<file path="src/rtl/bsg_fifo_mc_pkg.sv">
// Shared types and width helpers for the multi-channel 1R1W FIFO.
package bsg_fifo_mc_pkg;

    typedef logic [0:0] arb_state_t;

    localparam arb_state_t eUnlocked = 1'b0;
    localparam arb_state_t eLocked   = 1'b1;

    // Channel-id width; at least one bit so the port never collapses.
    function automatic int unsigned ch_width(input int unsigned channels);
        return (channels > 1) ? $clog2(channels) : 1;
    endfunction

    // Occupancy width able to hold the value els (full).
    function automatic int unsigned cnt_width(input int unsigned els);
        return $clog2(els + 1);
    endfunction

endpackage

</file>
<file path="src/rtl/bsg_fifo_mc_rr_arb.sv">
// Rotating-priority read arbiter with a grant lock held until the consumer accepts.
module bsg_fifo_mc_rr_arb
    import bsg_fifo_mc_pkg::*;
#(
    parameter int unsigned channels_p = 2,
    localparam int unsigned ch_w = ch_width(channels_p)
) (
    input  logic                  clk,
    input  logic                  rst_n,
    input  logic [channels_p-1:0] nonempty,
    input  logic                  yumi,
    output logic                  v_c,
    output logic [ch_w-1:0]       grant_c
);

    arb_state_t      state_r, state_n;
    logic [ch_w-1:0] rr_r, rr_n;
    logic [ch_w-1:0] lock_r, lock_n;
    logic            hi_found;
    logic [ch_w-1:0] hi_idx, lo_idx;

    // First non-empty at or above rr_r wins; otherwise first non-empty below it.
    always_comb begin
        hi_found = 1'b0;
        hi_idx   = '0;
        lo_idx   = '0;
        for (int i = int'(channels_p) - 1; i >= 0; i--) begin
            if (nonempty[i]) begin
                if (i >= int'(rr_r)) begin
                    hi_found = 1'b1;
                    hi_idx   = ch_w'(i);
                end else begin
                    lo_idx = ch_w'(i);
                end
            end
        end
    end

    always_comb begin
        state_n = state_r;
        lock_n  = lock_r;
        rr_n    = rr_r;
        v_c     = 1'b0;
        grant_c = '0;
        case (state_r)
            eUnlocked: begin
                v_c     = |nonempty;
                grant_c = hi_found ? hi_idx : lo_idx;
                if (v_c && !yumi) begin
                    state_n = eLocked;
                    lock_n  = grant_c;
                end
            end
            eLocked: begin
                v_c     = 1'b1;
                grant_c = lock_r;
                if (yumi) begin
                    state_n = eUnlocked;
                end
            end
            default: state_n = eUnlocked;
        endcase
        if (v_c && yumi) begin
            rr_n = (grant_c == ch_w'(channels_p - 1)) ? '0 : grant_c + ch_w'(1);
        end
    end

    always_ff @(posedge clk or negedge rst_n) begin
        if (!rst_n) begin
            state_r <= eUnlocked;
            rr_r    <= '0;
            lock_r  <= '0;
        end else begin
            state_r <= state_n;
            rr_r    <= rr_n;
            lock_r  <= lock_n;
        end
    end

endmodule

</file>
<file path="src/rtl/bsg_fifo_1r1w_multi_channel.sv">
// Multi-channel 1R1W FIFO: per-channel circular queues, id-steered writes, locked round-robin reads.
// Define BSG_FIFO_MC_PROTOCOL_CHECK_EN to enable the sticky err_o protocol checker.
module bsg_fifo_1r1w_multi_channel
    import bsg_fifo_mc_pkg::*;
#(
    parameter int unsigned width_p            = 16,
    parameter int unsigned els_p              = 4,
    parameter int unsigned channels_p         = 2,
    parameter int unsigned ready_THEN_valid_p = 0
) (
    input  logic                                        clk_i,
    input  logic                                        reset_n_i,
    input  logic                                        v_i,
    input  logic [ch_width(channels_p)-1:0]             ch_i,
    input  logic [width_p-1:0]                          data_i,
    output logic [channels_p-1:0]                       ready_param_o,
    output logic                                        v_o,
    output logic [ch_width(channels_p)-1:0]             ch_o,
    output logic [width_p-1:0]                          data_o,
    input  logic                                        yumi_i,
    output logic [channels_p*cnt_width(els_p)-1:0]      count_o,
    output logic                                        err_o
);

    localparam int unsigned ch_w    = ch_width(channels_p);
    localparam int unsigned cnt_w   = cnt_width(els_p);
    localparam int unsigned ptr_w   = $clog2(els_p);
    localparam int unsigned ch_span = 1 << ch_w;

    logic [width_p-1:0]    head_c [channels_p];
    logic [channels_p-1:0] full_c, nonempty_c, enq_c, deq_c;
    logic [ch_span-1:0]    ch_legal_c;
    logic                  ch_ok_c, wr_ok_c, deq_any_c;
    logic                  ready_en_r;
    logic                  arb_v_c;
    logic [ch_w-1:0]       grant_c;

    // Ids that encode past the last channel are legal bit patterns but not real channels.
    always_comb begin
        ch_legal_c = '0;
        for (int i = 0; i < int'(ch_span); i++) begin
            ch_legal_c[i] = (i < int'(channels_p));
        end
    end

    assign ch_ok_c       = ch_legal_c[ch_i];
    assign ready_param_o = ready_en_r ? ~full_c : '0;
    assign wr_ok_c       = v_i & ch_ok_c &
                           ((ready_THEN_valid_p != 0) ? ~full_c[ch_i] : ready_param_o[ch_i]);
    assign deq_any_c     = arb_v_c & yumi_i;

    // Holds ready low during reset and until the first edge after release.
    always_ff @(posedge clk_i or negedge reset_n_i) begin
        if (!reset_n_i) ready_en_r <= 1'b0;
        else            ready_en_r <= 1'b1;
    end

    for (genvar c = 0; c < channels_p; c++) begin : g_ch
        logic [width_p-1:0] mem_r [els_p];
        logic [ptr_w-1:0]   wptr_r, rptr_r;
        logic [cnt_w-1:0]   count_r;

        assign enq_c[c]      = wr_ok_c & (ch_i == ch_w'(c));
        assign deq_c[c]      = deq_any_c & (grant_c == ch_w'(c));
        assign full_c[c]     = (count_r == cnt_w'(els_p));
        assign nonempty_c[c] = (count_r != '0);
        assign head_c[c]     = mem_r[rptr_r];
        assign count_o[c*cnt_w +: cnt_w] = count_r;

        always_ff @(posedge clk_i or negedge reset_n_i) begin
            if (!reset_n_i) begin
                wptr_r  <= '0;
                rptr_r  <= '0;
                count_r <= '0;
            end else begin
                if (enq_c[c]) wptr_r <= wptr_r + ptr_w'(1);
                if (deq_c[c]) rptr_r <= rptr_r + ptr_w'(1);
                case ({enq_c[c], deq_c[c]})
                    2'b10:   count_r <= count_r + cnt_w'(1);
                    2'b01:   count_r <= count_r - cnt_w'(1);
                    default: count_r <= count_r;
                endcase
            end
        end

        // Payload storage needs no reset; occupancy gates visibility.
        always_ff @(posedge clk_i) begin
            if (enq_c[c]) mem_r[wptr_r] <= data_i;
        end
    end

    bsg_fifo_mc_rr_arb #(
        .channels_p(channels_p)
    ) u_arb (
        .clk      (clk_i),
        .rst_n    (reset_n_i),
        .nonempty (nonempty_c),
        .yumi     (yumi_i),
        .v_c      (arb_v_c),
        .grant_c  (grant_c)
    );

    assign v_o    = arb_v_c;
    assign ch_o   = grant_c;
    assign data_o = head_c[grant_c];

`ifdef BSG_FIFO_MC_PROTOCOL_CHECK_EN
    logic        err_r;
    logic        illegal_c;
    logic [31:0] cyc_r;

    assign illegal_c = (v_i & ~ch_ok_c) | (v_i & ch_ok_c & full_c[ch_i]) | (yumi_i & ~arb_v_c);
    assign err_o     = err_r;

    always_ff @(posedge clk_i or negedge reset_n_i) begin
        if (!reset_n_i) begin
            err_r <= 1'b0;
            cyc_r <= '0;
        end else begin
            cyc_r <= cyc_r + 32'd1;
            if (illegal_c) begin
                err_r <= 1'b1;
                $error("bsg_fifo_1r1w_multi_channel: illegal op at cycle %0d ch %0d", cyc_r, ch_i);
            end
        end
    end
`else
    assign err_o = 1'b0;
`endif

endmodule

</file>
<file path="config.mk">
export PLATFORM = sky130hd
export DESIGN_NAME = bsg_fifo_1r1w_multi_channel
export DESIGN_NICKNAME = d
export VERILOG_FILES = /design/src/rtl/bsg_fifo_mc_pkg.sv /design/src/rtl/bsg_fifo_mc_rr_arb.sv /design/src/rtl/bsg_fifo_1r1w_multi_channel.sv
export SDC_FILE = /design/constraint.sdc
export NUM_CORES = 1
export LEC_CHECK = 0
export BUFFER_PORTS_ARGS = -buffer_cell sky130_fd_sc_hd__buf_4
export CORE_MARGIN = 2
export CORE_UTILIZATION = 64
export CTS_CLUSTER_DIAMETER = 30
export DETAILED_ROUTE_END_ITERATION = 16
export HOLD_SLACK_MARGIN = 0.06
export PLACE_DENSITY = 0.84
export SLEW_MARGIN = 20
export SYNTH_ARGS = -nofsm -noshare
export SYNTH_HDL_FRONTEND = slang
export SYNTH_HIERARCHICAL = 1
export SYNTH_SLANG_ARGS = --single-unit
</file>
<file path="constraint.sdc">
create_clock -name clk_i -period 3.9 [get_ports clk_i]
set_input_delay 0 -clock clk_i [delete_from_list [all_inputs] [get_ports clk_i]]
set_output_delay 0 -clock clk_i [all_outputs]
set_load 0.01 [all_outputs]
</file>
==> flow_summary.yaml, run 1 <==
run_status:
  status: "completed"
worst_setup_path:
  critical_path_class: "flop to output port"
  worstPathArrival_ps: 3420
  slowest_delay_ps: 840
  startpoint_type: "flop"
  crit_path_top_delay_cell: "nand2b_1"
  rrSetupSlack_ps: 920
  crit_fanout: 16
  crit_chain: "or3_1, nand2b_1, a22o_1, nand2b_1, o221ai_1, buf_4"
  crit_top_cell: "nand2b_1"
  cp_data_required_time_ps: 3900
  worstSetupEndpointType: "output port"
timing:
  worst_slew_pin_slew_ps: 1010
  slew_headroom_pct: 32.4
  final_hold_viol_count: 0
  fin_setup_tns_ps: 0
  max_clock_freq_mhz: 293
  holdWs_ps: 243
  period_share_pct: 87.6
  clock_skew_ps: 9.81
  period_minus_slack_ps: 3420
  finalSetupViolCount: 0
  rsz0062_at_grt: "no"
  final_max_slew_viol_count: 0
synth:
  yosysWarningCount: 6
  synth_nets: 359
  syn_area_mm2: 0.00594
  synth.area.mux_share_pct: 12.1
  synth.distinct_cells: 41
  synth_compound_area_share_pct: 4.85
  yosys.area_share.xor_xnor_pct: 1.77
  synth_cells: 326
  synth_fa_ha_area_share_pct: 2.78
  yosys.area_share.simple_pct: 4.01
  synth-edff-count: 128
  synth-async-reset-ratio_pct: 12.3
  ys_ff_latch: 146
  seq_area_frac_synth_pct: 72.3
  avgSynthCellArea_um2: 18.2
  ys.flop_type: "edfxtp_1"
  synth_top_family_by_area: "multiplexers"
clock_tree:
  post_cts_buffers: 0
  clk_path_buf_depth: 2
  htreeDepth: 4
  cts-root-buf: "clkbuf_8"
  clock_latency_ps: 520
  numCtsBuffers: 17
  clk_pin_slew_ps: 60
  cts_sinks: 146
  cts_tree: "yes"
detailed_routing:
  vias: 3061
  route.detailed.drc: 0
  drt_first_pass_iters: 4
  wire_per_inst_um: 20.8
  via_per_inst: 5.84
  routed_wl_mm: 10.9
  postRouteAntennaNets: 0
  drt-initial-drc-count: 164
final_layout:
  area_growth_syn_to_layout_pct: 20.2
  drive_above_1_share_pct: 23.0
  final_util_pct: 78.3
  finalNonFillerCells: 524
  diodes: 0
  nNetsFinal: 433
placed_design:
  port_buffers: 46
  globalplace.congestion: 0.737
  placed_cells: 470
  hpwl_mm: 6.32
floorplanning:
  coreArea_mm2: 0.00911
  die_h_um: 100
  rows: 35
  start_util_pct: 65.2
  fp.dieW_um: 100
  dieArea_mm2: 0.0101
  io_pins: 48
power_and_ir_drop:
  peakVddDrop_uv: 393
  power_leakage_nw: 2.65
  p_per_area_mw_per_mm2: 727
  power_w: 0.00519
grt:
  first_global_vias: 3178
  grt_pass1_wl_mm: 16.8
  antenna_found_initial: 0
  gr-total-overflow: 0
  grt_usage_pct: 23.1
  grt_max_degree: 34
run:
  cap_violations: 0
hold_path:
  hold_class: "primary input to flop"
## logic make-up (layout without fill, tap and decap cells)
kind of cell	Yosys count	in the layout
muxes	59	59
adders and majority gates	12	12
DFF	146	146
and+or+nand+nor	43	43
buffers and inverters	23	110
xor gates and xnor gates	12	12
other	2	2
AOI/OAI and AO/OA	29	29
## final timing paths
kind,from,cells after the start,endpoint
min in group asynchronous,reset_n_i,3,u_arb/rr_r
hold / removal,yumi_i,3,u_arb/state_r
hold reg to reg,g_ch[0].count_r[2],1,g_ch[0].count_r[2]
max in group asynchronous,reset_n_i,3,g_ch[0].rptr_r[1]
setup reg to reg,g_ch[1].count_r[0],10,g_ch[0].count_r[2]
setup / recovery,g_ch[0].count_r[0],6,data_o[1]
## stage by stage
step | worst slack [ps] | instance area, um^2
6_report | 483 | 7140
5_1_grt | 362 | 7140
4_1_cts | 513 | 7140
3_5_place_dp | 940 | 6340
3_3_place_gp | 1030 | 6340
2_1_floorplan | 1260 | 5940
## critical path, delay by kind of cell (launching register included)
kind	cells	cell delay, ps
AND/OR/NAND/NOR	3	1380
AO/OA/AOI/OAI	2	870
flip-flops	1	420
buffers and inverters	1	220
## where the power goes
part	internal [W]	switching [W]
Combinational	0.000779	0.000752
Sequential	0.00187	0.000240
Clock	0.000917	0.000627
## sequential cells by signal, indices dropped and copies added (netlist names)
register,cells
g_ch.rptr_r,4
g_ch.count_r,6
g_ch.wptr_r,4
u_arb/rr_r,1
u_arb/lock_r,1
g_ch.mem_r,128
ready_en_r,1
u_arb/state_r,1
## metal layers
| layer | vias to the layer above | wire length [um] | track usage, % |
|---|---|---|---|
| li1 | 1422 | - | - |
| met1 | 1541 | 4560 | 29.5 |
| met4 | 0 | 133 | 8.96 |
| met5 | - | 0 | 0 |
| met3 | 15 | 504 | 5.78 |
| met2 | 83 | 5680 | 38.6 |
## cells in the mapped netlist (5+ instances only)
library cell	n	share of area (%)
xor2_1	5	0.74
o221ai_2	6	1.5
o22a_1	7	1.0
xnor2_1	7	1.0
dfrtp_1	18	7.6
nand2_1	13	0.82
mux2i_1	47	7.9
o221ai_1	10	1.5
ha_1	10	2.1
buf_2	8	0.67
and2_1	8	0.84
edfxtp_1	128	65
inv_1	9	0.57
mux4_2	6	2.3
## layout by cell type (no fill, tap or decap), drive strengths merged, types with 3 or more instances in the layout
cell type / Yosys / layout
mux2: 3 / 3
mux2i: 47 / 47
ha: 10 / 10
clkbuf: 2 / 18
dfrtp: 18 / 18
xor2: 5 / 5
buf: 12 / 47
xnor2: 7 / 7
o22a: 7 / 7
dlygate4sd3: 0 / 22
nand2b: 3 / 3
clkinv: 0 / 4
or3: 3 / 3
nor2: 4 / 4
nand2: 13 / 13
clkinvlp: 0 / 4
and2: 8 / 8
mux4: 9 / 9
o221ai: 16 / 16
inv: 9 / 13
edfxtp: 128 / 128
## area by class of cell
cell class,count,area [um^2]
flip-flops and latches,146,4300
well taps,111,139
inverters,9,33.8
clock buffers,18,418
clock inverters,14,155
multi-input cells,157,1520
fillers,496,1970
repair buffers,69,573
## timing repair
action / in CTS / in global routing
hold buffers: 22 / 0
hold endpoints to repair: 159 / 0
resized for setup: 0 / 0
No activity file was read; power rests on OpenSTA's default activity.
==> run 2, diff against run 1 <==
--- a/config.mk
+++ b/config.mk
@@ -15,5 +15,4 @@
 export SLEW_MARGIN = 20
 export SYNTH_ARGS = -nofsm -noshare
 export SYNTH_HDL_FRONTEND = slang
-export SYNTH_HIERARCHICAL = 1
 export SYNTH_SLANG_ARGS = --single-unit
==> flow_summary.yaml, run 2 <==
run_status:
  status: "completed"
clock_tree:
  post_cts_buffers: 0
  cts_sinks: 146
  numCtsBuffers: 17
  cts-root-buf: "clkbuf_8"
  clock_latency_ps: 510
  htreeDepth: 4
  clk_pin_slew_ps: 60
  cts_tree: "yes"
  clk_path_buf_depth: 2
timing:
  max_clock_freq_mhz: 354
  period_share_pct: 72.4
  clock_skew_ps: 12.0
  period_minus_slack_ps: 2820
  slew_headroom_pct: 31.0
  rsz0062_at_grt: "no"
  final_max_slew_viol_count: 0
  finalSetupViolCount: 0
  worst_slew_pin_slew_ps: 1040
  fin_setup_tns_ps: 0
  final_hold_viol_count: 0
floorplanning:
  fp.dieW_um: 100
  rows: 35
  die_h_um: 100
  coreArea_mm2: 0.00911
  io_pins: 48
  start_util_pct: 64.9
  dieArea_mm2: 0.0100
final_layout:
  finalNonFillerCells: 492
  area_growth_syn_to_layout_pct: 20.3
  largest-register: "g_ch.mem_r"
  drive_above_1_share_pct: 34.9
  multi_input_area_mm2: 0.00149
  top_regs: "g_ch.mem_r: 128 flops, g_ch.count_r: 6 flops"
  nNetsFinal: 401
  largest_reg_flops: 128
  fillCellCount: 481
  final_util_pct: 78.1
  diodes: 0
  final_common_cell: "edfxtp_1"
  final_cell_mix: "128 x edfxtp_1, 49 x buf_4, 32 x mux4_2"
  seqCellArea_mm2: 0.00429
power_and_ir_drop:
  power_leakage_nw: 2.56
  p_per_area_mw_per_mm2: 730
  power_w: 0.00520
  power_frac_clock_pct: 29.4
  seqPwrFrac_pct: 41.3
  switching_share_pct: 30.2
  comb_power_share_pct: 29.3
  peakVddDrop_uv: 542
  p_sw_w: 0.00157
  intPower_w: 0.00363
detailed_routing:
  drt_first_pass_iters: 4
  postRouteAntennaNets: 0
  vias: 2931
  routed_wl_mm: 11.2
  wire_per_inst_um: 22.7
  via_per_inst: 5.96
  route.detailed.drc: 0
  drt-initial-drc-count: 247
synth:
  synth_top_family_by_area: "multiplexers"
  synth-async-reset-ratio_pct: 12.3
  ys_top_cells_by_area: "edfxtp_1 65%, mux4_2 12%, dfrtp_1 7.6%"
  seq_area_frac_synth_pct: 72.6
  synth_fa_ha_area_share_pct: 2.79
  yosys-top-cells-count: "128 x edfxtp_1, 32 x mux4_2, 18 x dfrtp_1"
  avgSynthCellArea_um2: 20.3
  synth.area.mux_share_pct: 16.1
  netlist.area_leader.share_pct: 65.0
  synth-edff-count: 128
  synth_cells: 291
  ys.flop_type: "edfxtp_1"
  yosys.area_share.simple_pct: 3.00
  yosysMostFrequentCell: "edfxtp_1"
  yosysWarningCount: 0
  synth_nets: 324
  synth_top_cell_by_area: "edfxtp_1"
  synth_compound_area_share_pct: 1.33
  syn_area_mm2: 0.00591
  synth.distinct_cells: 37
  yosys.area_share.xor_xnor_pct: 1.78
  ys_ff_latch: 146
hold_path:
  hold_path.startpoint: "data_i[4]"
  hold_class: "primary input to flop"
placed_design:
  globalplace.congestion: 0.766
  placed_cells: 438
  port_buffers: 46
  hpwl_mm: 6.12
worst_setup_path:
  cp_num_buf_inv: 2
  cp_data_required_time_ps: 4340
  worstPathArrival_ps: 3260
  cp_top_family: "simple AND/OR/NAND/NOR gates"
  worstSetupEndpointType: "flop"
  crit_path_top_delay_cell: "nor3_1"
  slowest_delay_ps: 490
  crit_top_cell: "xor2_1"
  critical_path_class: "flop to flop"
  reg2reg_from: "g_ch[0].count_r[2]"
  startpoint_type: "flop"
  crit_fanout: 19
  crit_path_start: "g_ch[0].count_r[2]"
  crit_chain: "nor3_1, o311a_1, buf_4, and2_2, ha_1, inv_1, fa_1, xor2_1, nor2_1, xor2_1"
grt:
  grt_usage_pct: 24.6
  grt_max_degree: 20
  gr-total-overflow: 0
  first_global_vias: 3160
  grt_pass1_wl_mm: 17.5
  antenna_found_initial: 0
run:
  cap_violations: 0
-- run 2: power groups by stage --
stage          Sequential, W  Combinational [W]  Clock, W
3_5_place_dp         0.00218            0.00151         0
3_3_place_gp         0.00216            0.00146         0
2_1_floorplan        0.00199            0.00116         0
6_report             0.00215            0.00152   0.00153
4_1_cts              0.00215            0.00155   0.00155
5_1_grt              0.00218            0.00164   0.00161
-- run 2: per-layer routing --
| layer | share of wire, % | track usage, % | wire (um) | vias to the layer above |
|---|---|---|---|---|
| met2 | 52 | 39.6 | 5800 | 108 |
| met3 | 5.6 | 5.78 | 625 | 10 |
| met5 | 0 | 0 | 0 | - |
| met1 | 41 | 33.3 | 4600 | 1509 |
| li1 | - | - | - | 1304 |
| met4 | 1.3 | 9.59 | 140 | 0 |
-- run 2: kinds of logic (layout without fill, tap and decap cells) --
group / after synthesis / in the layout
buffers and inverters: 25 / 115
AO/OA/AOI/OAI: 11 / 11
AND/OR/NAND/NOR: 33 / 33
adder cells (fa/ha/maj): 12 / 12
flip-flops: 146 / 146
other: 2 / 2
multiplexers: 50 / 50
XOR/XNOR: 12 / 12
-- run 2: per-stage QoR --
stage | hold slack [ps] | instance area, um^2 | worst slack (ps)
2_1_floorplan | -296 | 5910 | 1510
3_3_place_gp | -119 | 6330 | 1190
3_5_place_dp | -117 | 6330 | 1140
4_1_cts | 239 | 7120 | 1080
5_1_grt | 255 | 7120 | 762
6_report | 260 | 7120 | 1080
-- run 2: final timing paths --
path,to,slack (ps),cells after the start
worst min-delay path,g_ch[1].mem_r[1][4],260,2
worst max register to register,g_ch[1].count_r[2],1080,10
max in group asynchronous,g_ch[0].wptr_r[0],2710,3
worst max-delay path,g_ch[1].count_r[2],1080,10
worst min register to register,u_arb.rr_r,500,1
min in group asynchronous,g_ch[1].count_r[2],670,3
-- run 2: area by class of cell --
type,instances,share of cell area (%)
clock buffer,17,5.82
clock inverter,15,2.09
inverter,12,0.633
multi-input combinational,120,20.9
sequential,146,60.3
tap,111,1.95
timing repair buffer,71,8.26
-- run 2: worst register-to-register path, stage by stage (launching register included) --
cell	delay [ps]
dfrtp_1	430
nor3_1	490
o311a_1	230
buf_4	340
and2_2	240
ha_1	180
inv_1	60
fa_1	370
xor2_1	150
nor2_1	110
xor2_1	160
-- run 2: timing repair --
| action | 4_1_cts | 5_1_grt |
|---|---|---|
| hold buffers | 22 | 0 |
| resized for setup | 0 | 0 |
| hold endpoints to repair | 157 | 0 |
